## config.mk

```make
export PLATFORM = sky130hd
export DESIGN_NAME = regfile_wb
export DESIGN_NICKNAME = d
export VERILOG_FILES = /design/src/rtl/regfile_wb_pkg.sv /design/src/rtl/regfile_wb_read_port.sv /design/src/rtl/regfile_wb.sv
export SDC_FILE = /design/constraint.sdc
export NUM_CORES = 2
export LEC_CHECK = 0
export CAP_MARGIN = 40
export CORE_MARGIN = 2
export CORE_UTILIZATION = 58
export DETAILED_ROUTE_END_ITERATION = 10
export PLACE_DENSITY = 0.76
export SYNTH_ARGS = -nofsm -noshare
export SYNTH_HDL_FRONTEND = slang
export SYNTH_SLANG_ARGS = --single-unit
```

## constraint.sdc

```tcl
create_clock -name clk -period 9.1 [get_ports clk]
set_input_delay 2.275 -clock clk [delete_from_list [all_inputs] [get_ports clk]]
set_output_delay 2.275 -clock clk [all_outputs]
set_load 0.02 [all_outputs]
```

## src/rtl/regfile_wb_pkg.sv

```systemverilog
// Shared widths, constants and the write-back triple for the integer register file.
// The optional debug read port is enabled by defining RF_DBG_PORT_EN.
package regfile_wb_pkg;

    localparam int REG_BUS_WIDTH      = 32;
    localparam int REG_ADDR_BUS_WIDTH = 5;
    localparam int REG_NUM            = 1 << REG_ADDR_BUS_WIDTH;

    typedef logic [REG_BUS_WIDTH-1:0]      reg_t;
    typedef logic [REG_ADDR_BUS_WIDTH-1:0] reg_addr_t;

    localparam reg_addr_t ZERO_REG  = 5'd0;
    localparam reg_t      ZERO_WORD = 32'd0;

    typedef struct packed {
        logic      we;
        reg_addr_t addr;
        reg_t      data;
    } wb_t;

endpackage

```

## src/rtl/regfile_wb_read_port.sv

```systemverilog
// One decode-side read port: array lookup with x0 forced to zero, optional same-cycle
// write-through forwarding, and a load-busy flag masked by a same-cycle write-back.
// Latency 0 (purely combinational); no backpressure.
module regfile_wb_read_port
    import regfile_wb_pkg::*;
#(
    parameter int BYPASS = 1
) (
    input  reg_addr_t          addr_i,
    input  reg_t               rf_i [REG_NUM],
    input  logic [REG_NUM-1:0] busy_i,
    input  wb_t                wb_i,
    output reg_t               data_o,
    output logic               busy_o
);

    logic hit;

    assign hit = (BYPASS != 0) && wb_i.we && (wb_i.addr == addr_i);

    always_comb begin
        data_o = rf_i[addr_i];
        if (addr_i == ZERO_REG) begin
            data_o = ZERO_WORD;
        end else if (hit) begin
            data_o = wb_i.data;
        end
    end

    // The write-back landing this cycle resolves the load-use hazard.
    assign busy_o = busy_i[addr_i] & ~hit;

endmodule

```

## src/rtl/regfile_wb.sv

```systemverilog
// Write-back register file (32x32, x0 hardwired to zero) plus load-busy scoreboard;
// writes visible via array next cycle, via bypass same cycle; no backpressure.
// Optional raw debug read port when RF_DBG_PORT_EN is defined.
module regfile_wb
    import regfile_wb_pkg::*;
#(
    parameter int BYPASS = 1
) (
    input  logic      clk,
    input  logic      rst_n,
    input  logic      rd_we_i,
    input  reg_t      rd_data_i,
    input  reg_addr_t rd_addr_i,
    input  reg_addr_t rs1_addr_i,
    input  reg_addr_t rs2_addr_i,
    output reg_t      rs1_data_o,
    output reg_t      rs2_data_o,
    input  logic      sb_set_i,
    input  reg_addr_t sb_set_addr_i,
    input  logic      sb_kill_i,
    input  reg_addr_t sb_kill_addr_i,
`ifdef RF_DBG_PORT_EN
    input  reg_addr_t dbg_addr_i,
    output reg_t      dbg_data_o,
`endif
    output logic      rs1_busy_o,
    output logic      rs2_busy_o
);

    reg_t               rf_q [REG_NUM];
    logic [REG_NUM-1:1] busy_q, busy_d;
    logic [REG_NUM-1:0] busy_vec;
    wb_t                wb;

    assign wb       = '{we: rd_we_i, addr: rd_addr_i, data: rd_data_i};
    assign busy_vec = {busy_q, 1'b0};

    // A younger load issued alongside an older load's write-back keeps the bit set.
    always_comb begin
        busy_d = busy_q;
        for (int i = 1; i < REG_NUM; i++) begin
            if (sb_set_i && (sb_set_addr_i == reg_addr_t'(i))) begin
                busy_d[i] = 1'b1;
            end else if ((rd_we_i && (rd_addr_i == reg_addr_t'(i))) ||
                         (sb_kill_i && (sb_kill_addr_i == reg_addr_t'(i)))) begin
                busy_d[i] = 1'b0;
            end
        end
    end

    always_ff @(posedge clk) begin
        if (!rst_n) begin
            for (int i = 0; i < REG_NUM; i++) begin
                rf_q[i] <= ZERO_WORD;
            end
            busy_q <= '0;
        end else begin
            if (rd_we_i && (rd_addr_i != ZERO_REG)) begin
                rf_q[rd_addr_i] <= rd_data_i;
            end
            busy_q <= busy_d;
        end
    end

    regfile_wb_read_port #(.BYPASS(BYPASS)) u_rs1 (
        .addr_i (rs1_addr_i),
        .rf_i   (rf_q),
        .busy_i (busy_vec),
        .wb_i   (wb),
        .data_o (rs1_data_o),
        .busy_o (rs1_busy_o)
    );

    regfile_wb_read_port #(.BYPASS(BYPASS)) u_rs2 (
        .addr_i (rs2_addr_i),
        .rf_i   (rf_q),
        .busy_i (busy_vec),
        .wb_i   (wb),
        .data_o (rs2_data_o),
        .busy_o (rs2_busy_o)
    );

`ifdef RF_DBG_PORT_EN
    assign dbg_data_o = (dbg_addr_i == ZERO_REG) ? ZERO_WORD : rf_q[dbg_addr_i];
`endif

endmodule

```

### After elaboration in Yosys (flattened, before gate mapping)

Index checks and enable logic that the tools add are counted.

* flip-flop bits (word level): 1055
* logic and storage cells: 412
* bits in latches: 0
* memories: 0
* output and inout bits: 66
* RAM bits: 0
* ROM bits: 0

* muxes and demuxes: 79
* multiply operators: 0
* div/mod/pow operators: 0
* bitwise logic cells: 7
* order comparisons: 6
* equality and inequality tests: 95
* $add $sub $neg: 0
* reductions and logical operators: 162
* shift operators: 0

Operators with widths (number)
* $bwmux W1024: 1
* $bmux W32 S5: 2
* $mux W32: 9
* $eq A5 B5 Y1 const B: 48
* $demux W32 S5: 1
* $eq A5 B4 Y1 const B: 24
* $logic_and A1 B1 Y1: 97
* $mux W1: 64
* $reduce_bool A2 Y1: 31
* $eq A5 B3 Y1 const B: 12
* $logic_or A1 B1 Y1: 31
* $eq A5 B2 Y1 const B: 6
* $ge A6 B6 Y1 const B: 3
* $not A5 Y6: 3
* $eq A5 B1 Y1 const B: 3
* $lt A5 B6 Y1 const B: 2
* $bmux W1 S5: 2
* $eq A5 B5 Y1: 2
* $logic_not A5 Y1: 2
* $lt A6 B1 Y1 const B: 1
* $reduce_bool A5 Y1: 1
* $and A1 B1 Y1: 2
* $not A1 Y1: 2

### Depth between registers and ports, before layout

* depth after elaboration: 6
* gate-level depth with buffers: 9

### By module

From an unflattened synthesis, not the netlist that was laid out.

* cells, all modules: 6530
* area total of the unflattened synthesis: 60634.4 um^2

By module, submodules not included
* regfile_wb: sequential area each 21120.3 um^2, instances 1, area each 42261.8 um^2, cells an instance 4872
* regfile_wb_read_port: sequential area each 0.0 um^2, instances 2, area each 9186.3 um^2, cells an instance 829

### Worst setup path after synthesis

Ideal clock, no wire load.

* path type: input to output
* start: in rs1_addr_i[0]
* end: out rs1_data_o[30]
* data arrival time: 3.995 ns
* cell stages on the path: 8
* data required time: 6.825 ns
* setup slack: 2.830 ns
* cell sequence: buf_6 > buf_8 > xnor2_1 > nand4_1 > nor2_1 > clkbuf_1 > nor3_1 > nor3_1

* word-level cells in the longest chain between the ends: 6
* elaborated cells on any way between the ends: 9
* those cells by class: eq/ne (1); mux (5); bitwise (1); reduce/logical (2)

Ends and longest elaborated chain
* start: declaration: line regfile_wb.sv:14 `input reg_addr_t rs1_addr_i,`
* $not A5 Y6 (not written as such): line regfile_wb_read_port.sv:22 `data_o = rf_i[addr_i];`
* $bmux W32 S5: line regfile_wb_read_port.sv:22
* $mux W32 (not written as such) (2 in series): line regfile_wb_read_port.sv:22
* $mux W32: line regfile_wb_read_port.sv:25 `end else if (hit) begin`
* $mux W32 (*): line regfile_wb_read_port.sv:23 `if (addr_i == ZERO_REG) begin`
* end: declaration: line regfile_wb.sv:16 `output reg_t rs1_data_o,`

Every way passes the cells marked *; elsewhere a longest branch is shown, timed or not. The select of a mux whose other input is x is not followed.

### Worst setup path in the final report

* start: in rd_addr_i[2]
* end: out rs1_data_o[12]

* word-level cells in the longest chain between the ends: 4

Ends and longest elaborated chain
* start: declaration: line regfile_wb.sv:13 `input reg_addr_t rd_addr_i,`
* $eq A5 B5 Y1: line regfile_wb_read_port.sv:19 `assign hit = (BYPASS != 0) && wb_i.we && (wb_i.addr == addr_i);`
* $logic_and A1 B1 Y1: line regfile_wb_read_port.sv:19
* $mux W32: line regfile_wb_read_port.sv:25
* $mux W32: line regfile_wb_read_port.sv:23

No other way between the ends.

==> impl_metrics.env <==
export IMPL_status="finished, final reports clean"
export IMPL_syn_num_nets=6324
export IMPL_track_usage_pct=44.7
export IMPL_globalRouteOverflowTotal=0
export IMPL_hold_path_class="flop to flop"
export IMPL_placementRows=115
export IMPL_ys_warn_count=0
export IMPL_grt_pass1_wl_um=334000
export IMPL_worst_r2r_endpoint="rf_q[128]$_SDFFE_PN0P_"
export IMPL_hold_depth=2
export IMPL_synth_top_area_share_pct=37.0
export IMPL_syn_avg_cell_area_um2=9.12
export IMPL_antenna_left=0
export IMPL_synth_largest_area_cell="dfxtp_1"
export IMPL_dr_pass1_iters=9
export IMPL_drt_wirelength_per_cell_um=31.4
export IMPL_reg2reg_depth=2
export IMPL_dpl_cell_area_mm2=0.0590
export IMPL_routed_wl_um=233000
export IMPL_finalWorstSetupSlack_ns=0.561
export IMPL_post_dp_hpwl_um=141000
export IMPL_p_leak_nw=20.6
export IMPL_hold_ws_ns=0.464
export IMPL_post_cts_buffers=0
export IMPL_multiInputGateArea_mm2=0.0332
export IMPL_grt_pass1_vias=50400
export IMPL_antenna_found_initial=9
export IMPL_layout_drive_gt1_share_pct=16.0
export IMPL_slew_violations=0
export IMPL_cts_max_level=3
export IMPL_num_io_pins=128
export IMPL_gp_congestion=0.989
export IMPL_path_clk_slew_ns=0.06
export IMPL_max_freq_mhz=117
export IMPL_drtIter0Drc=10100
export IMPL_stdcell_area_mm2=0.0630
export IMPL_power_w=0.0107
export IMPL_via_per_inst=7.20
export IMPL_path_class="input port to output port"
export IMPL_grt_start_max_net_pins=245
export IMPL_worstSetupEndpointType="output port"
export IMPL_fp_dieArea_mm2=0.101
export IMPL_cts_num_sinks=1055
export IMPL_worstPathRequired_ns=6.83
export IMPL_drv_cap=0
export IMPL_postCtsHoldBufs=0
export IMPL_period_needed_ns=8.54
export IMPL_die_w_um=318
export IMPL_endpoint="rs1_data_o[12]"
export IMPL_synth_edf_count=0
export IMPL_cts_resized=0
export IMPL_cts_tree="yes"
export IMPL_cts_made_buffers=110
export IMPL_async_reset_ff_share_pct=0
export IMPL_reg2reg_slack_ns=8.27
export IMPL_drc=0
export IMPL_numPortBuffers=127
export IMPL_final_period_utilization_pct=93.8
export IMPL_p_per_area_mw_per_mm2=170
export IMPL_core_area_mm2=0.0980
export IMPL_synth_area_top_cells="dfxtp_1 37%, mux4_2 17%, nand2_1 14%, a21boi_0 11%, mux2i_1 3.0%"
export IMPL_cts_root_buf="clkbuf_16"
export IMPL_hold_start="rf_q[436]$_SDFFE_PN0P_"
export IMPL_yosysSeqAreaShare_pct=37.0
export IMPL_clkLatencyLatePin_ns=0.73
export IMPL_syn_area_mm2=0.0571
export IMPL_synth_flop_cell="dfxtp_1"
export IMPL_die_h_um=318
export IMPL_fin_nets=6115
export IMPL_tightest_slew_ns=1.25
export IMPL_via_count=53600
export IMPL_setup_viol=0
export IMPL_final_setup_tns_ns=0
export IMPL_finalHoldViolations=0
export IMPL_post_place_ws_ns=0.855
export IMPL_regArea_mm2=0.0211
export IMPL_start_util_pct=58.3
export IMPL_cts_buffer_depth=3
export IMPL_arrival_ns=6.26
export IMPL_ys_ff_latch=1055
export IMPL_critPathMaxFanout=16
export IMPL_syn_to_final_growth_pct=10.4
export IMPL_rr_startpoint="rf_q[128]$_SDFFE_PN0P_"
export IMPL_crit_start="rd_addr_i[2]"
export IMPL_peakVddDrop_v=0.000165
export IMPL_grt_setup_unrepaired="no"
export IMPL_fillers=7866
export IMPL_synthCells=6262
export IMPL_skew_ns=0
export IMPL_synthDistinctLibCells=59
export IMPL_slew_headroom_pct=16.9
export IMPL_start_kind="input port"
## metrics by stage
step	util, %	std cells
floorplan	-	6262
global placement	60.0	7211
detailed placement	60.3	7224
CTS	64.2	7428
global route	64.3	7432
finish	64.3	7443
## placed cells by master (no fill, tap or decap), drive strengths merged, types with 10 or more instances in the layout
cell type / count
a2111oi: 11
a211o: 12
a211oi: 22
a21boi: 992
a21oi: 61
a221o: 29
a221oi: 51
a22oi: 92
a32oi: 15
and2: 40
buf: 219
bufinv: 18
clkbuf: 158
clkdlybuf4s50: 116
clkinv: 23
dfxtp: 1055
diode: 11
mux2: 49
mux2i: 172
mux4: 440
nand2: 2069
nand2b: 20
nor2: 107
nor2b: 61
nor3: 77
nor3b: 14
nor4: 26
o21ai: 49
o22ai: 69
xnor2: 10
## layout make-up
type / instances / share of cell area, %
Clock inverter: 47 / 1.13
Clock buffer: 157 / 5.08
Inverter: 3 / 0.0179
Timing Repair Buffer: 336 / 5.06
Tap cell: 1287 / 2.55
Antenna cell: 11 / 0.0437
Sequential cell: 1055 / 33.5
Multi-Input combinational cell: 4547 / 52.6
## cell usage after synthesis, drive strengths merged, types with 20 or more instances
master,instances
a211oi,22
o22ai,69
nor2,107
a21boi,992
mux4,440
nand2,2069
a221o,29
and2,40
buf,279
mux2i,172
nor2b,61
mux2,49
clkbuf,378
a22oi,92
nand2b,20
dfxtp,1055
o21ai,49
a221oi,51
nor4,26
nor3,77
a21oi,61
## flip-flops by register name, indices dropped and copies added (netlist names)
register and count:
rf_q 1024, busy_q 31
## cells by family (layout without fill, tap and decap cells)
family / Yosys count / after routing / synth area share, %
compound gates: 1439 / 1439 / 18.7
simple gates: 2437 / 2437 / 17.3
other cells: 0 / 11 / 0
mux: 661 / 661 / 21.3
xor+xnor: 10 / 10 / 0.153
buf+inv: 660 / 543 / 5.58
flops: 1055 / 1055 / 37.0
## worst min path at each step
stage                                   to  slack [ns]
finish              rf_q[436]$_SDFFE_PN0P_        0.46
global route        rf_q[660]$_SDFFE_PN0P_        0.48
CTS                 rf_q[655]$_SDFFE_PN0P_        0.46
detailed placement  rf_q[655]$_SDFFE_PN0P_        0.46
global placement    rf_q[654]$_SDFFE_PN0P_        0.45
floorplan           rf_q[541]$_SDFFE_PN0P_        0.44
## per-layer routing
layer,track usage [%],share of wire [%],vias up
met5,0.709,0.11,-
met4,35.3,9.6,14
met3,16.8,16,1487
met2,63.2,41,4897
met1,54.6,33,25600
li1,-,-,21600
## critical path, stage by stage
cell             delay (ns)
clkdlybuf4s50_1        0.64
buf_4                  0.35
xnor2_1                0.17
nand4_1                0.28
nor2_4                 0.68
buf_4                  0.35
nor3_1                 0.09
nor3_1                 0.67
clkdlybuf4s50_1        0.74
## power breakdown
group          total (W)  switching, W  internal (W)
Sequential       0.00468     0.0000265       0.00465
Combinational    0.00109      0.000713      0.000376
Clock            0.00495       0.00201       0.00295
Total             0.0107       0.00275       0.00797
No activity file was read; power rests on OpenSTA's default activity.
